**src/rtl/can_rx_fifo_filter_if.sv**
```systemverilog
// Frame-receive and head-of-queue signals shared between a CAN RX filter/FIFO
// and the logic around it. The master side drives received frames and pops
// the head; the slave side is the filter/FIFO itself.
interface can_rx_fifo_filter_if #(
  parameter int DEPTH_LOG2 = 3
);
  logic                  rx_valid;
  logic [28:0]           rx_id;
  logic                  rx_ide;
  logic                  rx_rtr;
  logic [3:0]            rx_len;
  logic [63:0]           rx_data;
  logic                  rx_ack;
  logic                  flush;
  logic                  m_valid;
  logic                  m_ready;
  logic [28:0]           m_id;
  logic                  m_ide;
  logic                  m_rtr;
  logic [3:0]            m_len;
  logic [63:0]           m_data;
  logic [DEPTH_LOG2:0]   level;
  logic [15:0]           ovf_cnt;

  modport master (
    output rx_valid, rx_id, rx_ide, rx_rtr, rx_len, rx_data, flush, m_ready,
    input  rx_ack, m_valid, m_id, m_ide, m_rtr, m_len, m_data, level, ovf_cnt
  );

  modport slave (
    input  rx_valid, rx_id, rx_ide, rx_rtr, rx_len, rx_data, flush, m_ready,
    output rx_ack, m_valid, m_id, m_ide, m_rtr, m_len, m_data, level, ovf_cnt
  );
endinterface

```
**src/rtl/can_rx_fifo_filter.sv**
```systemverilog
// CAN receive acceptance filter feeding a first-word-fall-through frame FIFO.
// Matching frames are stored; matching frames that find the FIFO full are
// counted as overflows; non-matching frames are dropped silently. rx_ack
// tells the packet stage whether the last frame was taken.
// The interface instance must be built with the same DEPTH_LOG2 as this block.
module can_rx_fifo_filter #(
  parameter int          DEPTH_LOG2  = 3,
  parameter logic [28:0] ACCEPT_ID   = 29'h0,
  parameter logic [28:0] ACCEPT_MASK = 29'h0,
  parameter logic [0:0]  IDE_CARE    = 1'b0,
  parameter logic [0:0]  ACCEPT_IDE  = 1'b0
) (
  input  logic                 clk,
  input  logic                 rstn,
  can_rx_fifo_filter_if.slave  bus
);

  localparam int DEPTH = 1 << DEPTH_LOG2;
  localparam int FW    = 29 + 1 + 1 + 4 + 64;
  // Level value meaning "full"; one bit wider than the pointers.
  localparam logic [DEPTH_LOG2:0] LEVEL_FULL = {1'b1, {DEPTH_LOG2{1'b0}}};

  logic [FW-1:0]         mem [DEPTH];
  logic [DEPTH_LOG2-1:0] wr_ptr;
  logic [DEPTH_LOG2-1:0] rd_ptr;
  logic [DEPTH_LOG2:0]   level_q;
  logic [15:0]           ovf_q;
  logic                  ack_q;

  logic match;
  logic full;
  logic do_wr;
  logic do_drop;
  logic do_pop;
  logic [FW-1:0] head;

  // Acceptance filter and the per-cycle write/drop/pop decisions.
  // Full is judged on the pre-edge level, so a same-cycle pop never makes room.
  always_comb begin
    match   = (((bus.rx_id ^ ACCEPT_ID) & ACCEPT_MASK) == 29'h0) &&
              ((IDE_CARE == 1'b0) || (bus.rx_ide == ACCEPT_IDE));
    full    = (level_q == LEVEL_FULL);
    do_wr   = bus.rx_valid && !bus.flush && match && !full;
    do_drop = bus.rx_valid && !bus.flush && match && full;
    do_pop  = !bus.flush && (level_q != '0) && bus.m_ready;
  end

  // Frame storage; contents are qualified by level so no reset is needed.
  always_ff @(posedge clk) begin
    if (do_wr) begin
      mem[wr_ptr] <= {bus.rx_id, bus.rx_ide, bus.rx_rtr, bus.rx_len, bus.rx_data};
    end
  end

  // Pointers, occupancy, ACK register and saturating overflow counter.
  // Flush clears the queue and ACK but deliberately keeps the overflow history.
  always_ff @(posedge clk or negedge rstn) begin
    if (!rstn) begin
      wr_ptr  <= '0;
      rd_ptr  <= '0;
      level_q <= '0;
      ack_q   <= 1'b0;
      ovf_q   <= 16'h0;
    end else if (bus.flush) begin
      wr_ptr  <= '0;
      rd_ptr  <= '0;
      level_q <= '0;
      ack_q   <= 1'b0;
    end else begin
      if (bus.rx_valid) ack_q <= do_wr;
      if (do_wr)  wr_ptr <= wr_ptr + 1'b1;
      if (do_pop) rd_ptr <= rd_ptr + 1'b1;
      if (do_wr && !do_pop)      level_q <= level_q + 1'b1;
      else if (!do_wr && do_pop) level_q <= level_q - 1'b1;
      if (do_drop && (ovf_q != 16'hFFFF)) ovf_q <= ovf_q + 1'b1;
    end
  end

  assign head        = mem[rd_ptr];
  assign bus.m_id    = head[FW-1 -: 29];
  assign bus.m_ide   = head[69];
  assign bus.m_rtr   = head[68];
  assign bus.m_len   = head[67:64];
  assign bus.m_data  = head[63:0];
  assign bus.m_valid = (level_q != '0);
  assign bus.level   = level_q;
  assign bus.ovf_cnt = ovf_q;
  assign bus.rx_ack  = ack_q;

endmodule

```
**src/flat_wrapper.sv**
```systemverilog
// flat-port wrapper written by rule: the top's interface ports become plain ports
module can_rx_fifo_filter_flat 
#(
  parameter int          DEPTH_LOG2  = 3,
  parameter logic [28:0] ACCEPT_ID   = 29'h0,
  parameter logic [28:0] ACCEPT_MASK = 29'h0,
  parameter logic [0:0]  IDE_CARE    = 1'b0,
  parameter logic [0:0]  ACCEPT_IDE  = 1'b0
)
  (clk, rstn, bus_rx_valid, bus_rx_id, bus_rx_ide, bus_rx_rtr, bus_rx_len, bus_rx_data, bus_flush, bus_m_ready, bus_rx_ack, bus_m_valid, bus_m_id, bus_m_ide, bus_m_rtr, bus_m_len, bus_m_data, bus_level, bus_ovf_cnt);
  can_rx_fifo_filter_if #(.DEPTH_LOG2(DEPTH_LOG2)) bus_i ();
  input  logic clk;
  input  logic rstn;
  input wire logic [$bits(bus_i.rx_valid)-1:0] bus_rx_valid;
  input wire logic [$bits(bus_i.rx_id)-1:0] bus_rx_id;
  input wire logic [$bits(bus_i.rx_ide)-1:0] bus_rx_ide;
  input wire logic [$bits(bus_i.rx_rtr)-1:0] bus_rx_rtr;
  input wire logic [$bits(bus_i.rx_len)-1:0] bus_rx_len;
  input wire logic [$bits(bus_i.rx_data)-1:0] bus_rx_data;
  input wire logic [$bits(bus_i.flush)-1:0] bus_flush;
  input wire logic [$bits(bus_i.m_ready)-1:0] bus_m_ready;
  output wire logic [$bits(bus_i.rx_ack)-1:0] bus_rx_ack;
  output wire logic [$bits(bus_i.m_valid)-1:0] bus_m_valid;
  output wire logic [$bits(bus_i.m_id)-1:0] bus_m_id;
  output wire logic [$bits(bus_i.m_ide)-1:0] bus_m_ide;
  output wire logic [$bits(bus_i.m_rtr)-1:0] bus_m_rtr;
  output wire logic [$bits(bus_i.m_len)-1:0] bus_m_len;
  output wire logic [$bits(bus_i.m_data)-1:0] bus_m_data;
  output wire logic [$bits(bus_i.level)-1:0] bus_level;
  output wire logic [$bits(bus_i.ovf_cnt)-1:0] bus_ovf_cnt;
  assign bus_i.rx_valid = bus_rx_valid;
  assign bus_i.rx_id = bus_rx_id;
  assign bus_i.rx_ide = bus_rx_ide;
  assign bus_i.rx_rtr = bus_rx_rtr;
  assign bus_i.rx_len = bus_rx_len;
  assign bus_i.rx_data = bus_rx_data;
  assign bus_i.flush = bus_flush;
  assign bus_i.m_ready = bus_m_ready;
  assign bus_rx_ack = bus_i.rx_ack;
  assign bus_m_valid = bus_i.m_valid;
  assign bus_m_id = bus_i.m_id;
  assign bus_m_ide = bus_i.m_ide;
  assign bus_m_rtr = bus_i.m_rtr;
  assign bus_m_len = bus_i.m_len;
  assign bus_m_data = bus_i.m_data;
  assign bus_level = bus_i.level;
  assign bus_ovf_cnt = bus_i.ovf_cnt;
  can_rx_fifo_filter #(.DEPTH_LOG2(DEPTH_LOG2), .ACCEPT_ID(ACCEPT_ID), .ACCEPT_MASK(ACCEPT_MASK), .IDE_CARE(IDE_CARE), .ACCEPT_IDE(ACCEPT_IDE)) u_core (.clk(clk), .rstn(rstn), .bus(bus_i));
endmodule
```
**config.mk**
```make
export PLATFORM = sky130hd
export DESIGN_NAME = can_rx_fifo_filter_flat
export DESIGN_NICKNAME = d
export VERILOG_FILES = /design/src/rtl/can_rx_fifo_filter_if.sv /design/src/rtl/can_rx_fifo_filter.sv /design/src/flat_wrapper.sv
export SDC_FILE = /design/constraint.sdc
export NUM_CORES = 1
export LEC_CHECK = 0
export ABC_CLOCK_PERIOD_IN_PS = 28500
export BUFFER_PORTS_ARGS = -buffer_cell sky130_fd_sc_hd__buf_2
export CAP_MARGIN = 10
export CORE_AREA = 2 2 266 268
export DETAILED_ROUTE_END_ITERATION = 7
export DIE_AREA = 0 0 268 270
export GPL_TIMING_DRIVEN = 0
export SLEW_MARGIN = 0
export SYNTH_ARGS = -nofsm -noshare
export SYNTH_HDL_FRONTEND = slang
export SYNTH_SLANG_ARGS = --single-unit
```
**constraint.sdc**
```tcl
create_clock -name clk -period 28.5 [get_ports clk]
set_clock_uncertainty 0.15 [all_clocks]
set_input_delay 1.425 -clock clk [delete_from_list [all_inputs] [get_ports clk]]
set_output_delay 1.425 -clock clk [all_outputs]
set_load 0.005 [all_outputs]
```
==> summary.txt <==
Setup path
  • Crit. Startpoint: u_core.rd_ptr[1]
  • R2R Setup Slk: 25.28 ns
  • Worst setup path category: reg2out
  • Critical Path RT: 26.92 ns
  • Crit Path Max Fanout: 10
  • Critical Path Source Type: flip-flop
  • RR Endpoint: u_core.mem[0][33]
  • Reg2reg start: u_core.bus.level[1]
  • Critical Path End Type: output port
  • Worst Reg2Reg Path Length in Cells: 10
  • CP arrival: 3.74 ns

Synthesis
  • Mean Syn Cell Area: 24.10 µm²
  • Yosys warns: 0
  • Post-synth EDFFs: 792
  • Distinct cells, synth: 44
  • Top_reg_cell synth: edfxtp_1
  • Syn Inst Count: 1289
  • Synth Cell Area: 31070 µm²
  • Register area share after synthesis: 78.73%
  • Synth Register Bits: 819
  • Ys async rst share: 3.297%
  • Syn Nets: 1399

STA
  • Fin crit period: 5.313 ns
  • Final hold slack: 0.3425 ns
  • TNS Setup: 0 ns
  • Worst-Margin Slew: 1.143 ns
  • Final period util: 18.64%
  • Max-slew violations: 0
  • Relative max-transition margin: 23.80%
  • RSZ-0062 raised after global routing: no
  • Final Hold Viols: 0
  • Fmax: 0.1882 GHz
  • Final setup viols: 0

Clock network
  • CTS clk-pin slew, worst paths: 0.06 ns
  • Post_cts resized: 0
  • CTS tree: built
  • Clock Sinks: 819
  • H-tree depth: 3
  • Maximum buffer depth of the clock tree: 3
  • Clk root buf: clkbuf_16
  • # hold bufs at CTS: 0
  • Worst-Skew Late Latency: 0.61 ns
  • CTS buffer count: 84
  • Post-CTS Setup Bufs: 0

Place
  • Detailed placement HPWL: 43890 µm
  • Port-buffer cells: 224
  • GPL Wtd Cong: 0.7453

Routing
  • Drt first pass iters: 7
  • Via count: 14470
  • Drt drc: 0
  • Final wirelength: 67140 µm
  • WL/cell: 24.89 µm
  • Initial DRC count: 1205
  • Via density: 5.365
  • Post-route ant nets: 0

Floorplan
  • Die width: 268 µm
  • Core area: 69540 µm²
  • Die Footprint: 72360 µm²
  • Rows: 97
  • Ports: 225
  • DIE HEIGHT: 270 µm
  • Starting Density: 44.67%

Finish
  • Fraction of layout cells with a size suffix above 1: 43.92%
  • Fill cells: 5370
  • P&R area growth vs syn: 19.38%
  • Final core occ: 53.33%
  • Nets: 1795

Global routing
  • Initial antenna violation count: 17
  • Vias in the first global route: 15430
  • GRT overflow: 0
  • GRT Resource Usage Total: 18.97%
  • First-pass GRT wire length: 99660 µm
  • Largest net degree at the start of global routing: 28

Outcome
  • Outcome: finished clean

Run
  • # Max-Cap Violations: 0

Hold path
  • HP Start: u_core.bus.ovf_cnt[7]
  • Worst hold endpoint: u_core.bus.ovf_cnt[7]
  • Hold path cells: 1
  • Hold/Removal Path Class: reg2reg

Pwr
  • Pleak: 12.12 nW
  • Worst vdd ir: 0.00005087 V
  • Power Density: 81.36 nW/µm²
[worst max-delay path by stage]
stage,endpoint,slack [ns]
2_1_floorplan,u_core.mem[0][0],16.46
3_3_place_gp,u_core.mem[0][51],5.64
3_5_place_dp,bus_m_data[20],23.68
4_1_cts,bus_m_data[20],23.01
5_1_grt,bus_m_data[22],22.93
6_report,bus_m_data[38],23.19
[synth_stat cells (all sizes together), types with 2 or more instances]
library cell	number	area, µm²
edfxtp	792	23780
buf	28	136.4
nor2	12	45.04
nand2	22	85.09
xor2	6	52.55
dfrtp	27	675.7
nand3	3	15.01
inv	4	15.01
nor3	7	35.03
clkbuf	28	105.1
mux4	198	4459
ha	5	62.56
a21oi	5	25.02
mux2	101	1137
and3	5	31.28
xnor2	13	113.9
nand2b	3	18.77
nand4	7	43.79
and2	2	12.51
a211oi	4	47.54
[cells in the final DEF (no fill, tap or decap), types with 2 or more instances in the layout]
cell,count
mux2_2,100
nor2_4,3
nand4_1,7
buf_12,12
clkbuf_1,39
nor2_1,9
xnor2_1,13
buf_8,4
a211oi_1,2
bufinv_16,5
nor3_2,4
a21oi_1,5
buf_1,5
dfrtp_1,27
clkinv_1,18
nand2b_1,3
and3_1,5
clkbuf_16,86
nor3_1,3
clkinvlp_4,4
edfxtp_1,792
and2_1,2
mux4_2,198
inv_6,5
clkinv_2,21
xor2_1,6
diode_2,6
inv_1,3
nand2_1,21
buf_2,246
nand3_1,3
ha_1,5
buf_16,2
buf_4,21
buf_6,48
[kinds of logic after synthesis]
logic type               count (synthesis)  synth area share [%]
AO/OA/AOI/OAI                           16                0.4470
XOR/XNOR                                19                0.5356
adder cells (fa/ha/maj)                  6                0.2658
buffers and inverters                   60                0.8256
flip-flops                             819                 78.73
multiplexers                           300                 18.05
AND/OR/NAND/NOR                         69                 1.152
[worst max-delay path, stage by stage, from the launching register on]
cell and delay (ns):
dfrtp_1 0.35, buf_2 0.38, clkbuf_1 0.85, buf_1 0.68
mux4_2 0.41, mux2_2 0.31, buf_2 0.14
[final cells by class]
class                   instances  area [µm²]  area share [%]
flip-flops and latches        819       24460           65.94
clock buffers                  97        2193           5.914
multi-input cells             410        6401           17.26
diodes                          6       15.01         0.04048
repair buffers                310        2167           5.843
inverters                       4       15.01         0.04048
well taps                     940        1176           3.171
clock inverters                55       421.7           1.137
plain buffers                  56       241.5          0.6511
[through the flow]
stage | instance area (µm²) | std cells | power, W | setup WS, ns
after global routing | 37080 | 2695 | 0.003153 | 22.93
after floorplan | 31070 | 1289 | 0.001803 | 16.46
after global placement | 33360 | 2453 | 0.002022 | 5.641
after CTS | 37070 | 2691 | 0.003066 | 23.01
after detailed placement | 34460 | 2539 | 0.002023 | 23.68
final | 37090 | 2697 | 0.003018 | 23.19
[sequential cells by signal, summed over array words and instances (netlist names)]
signal,flops
u_core.wr_ptr,3
u_core.bus.rx_ack,1
u_core.bus.level,4
u_core.rd_ptr,3
u_core.mem,792
u_core.bus.ovf_cnt,16
[where the power goes]
| part | switching, W | internal [W] |
|---|---|---|
| clock network | 0.000442 | 0.000598 |
| logic | 0.000286 | 0.000308 |
| registers | 0.0000178 | 0.00137 |
[metal layers]
layer  part of all wire, %  routed length (µm)  track usage (%)
met5                  0.17                 114                0
met4                   2.1                1422            5.851
met3                   5.5                3711            4.121
met2                    51               34090            31.64
met1                    41               27800            25.03
Power figures use the tool's default switching activity.
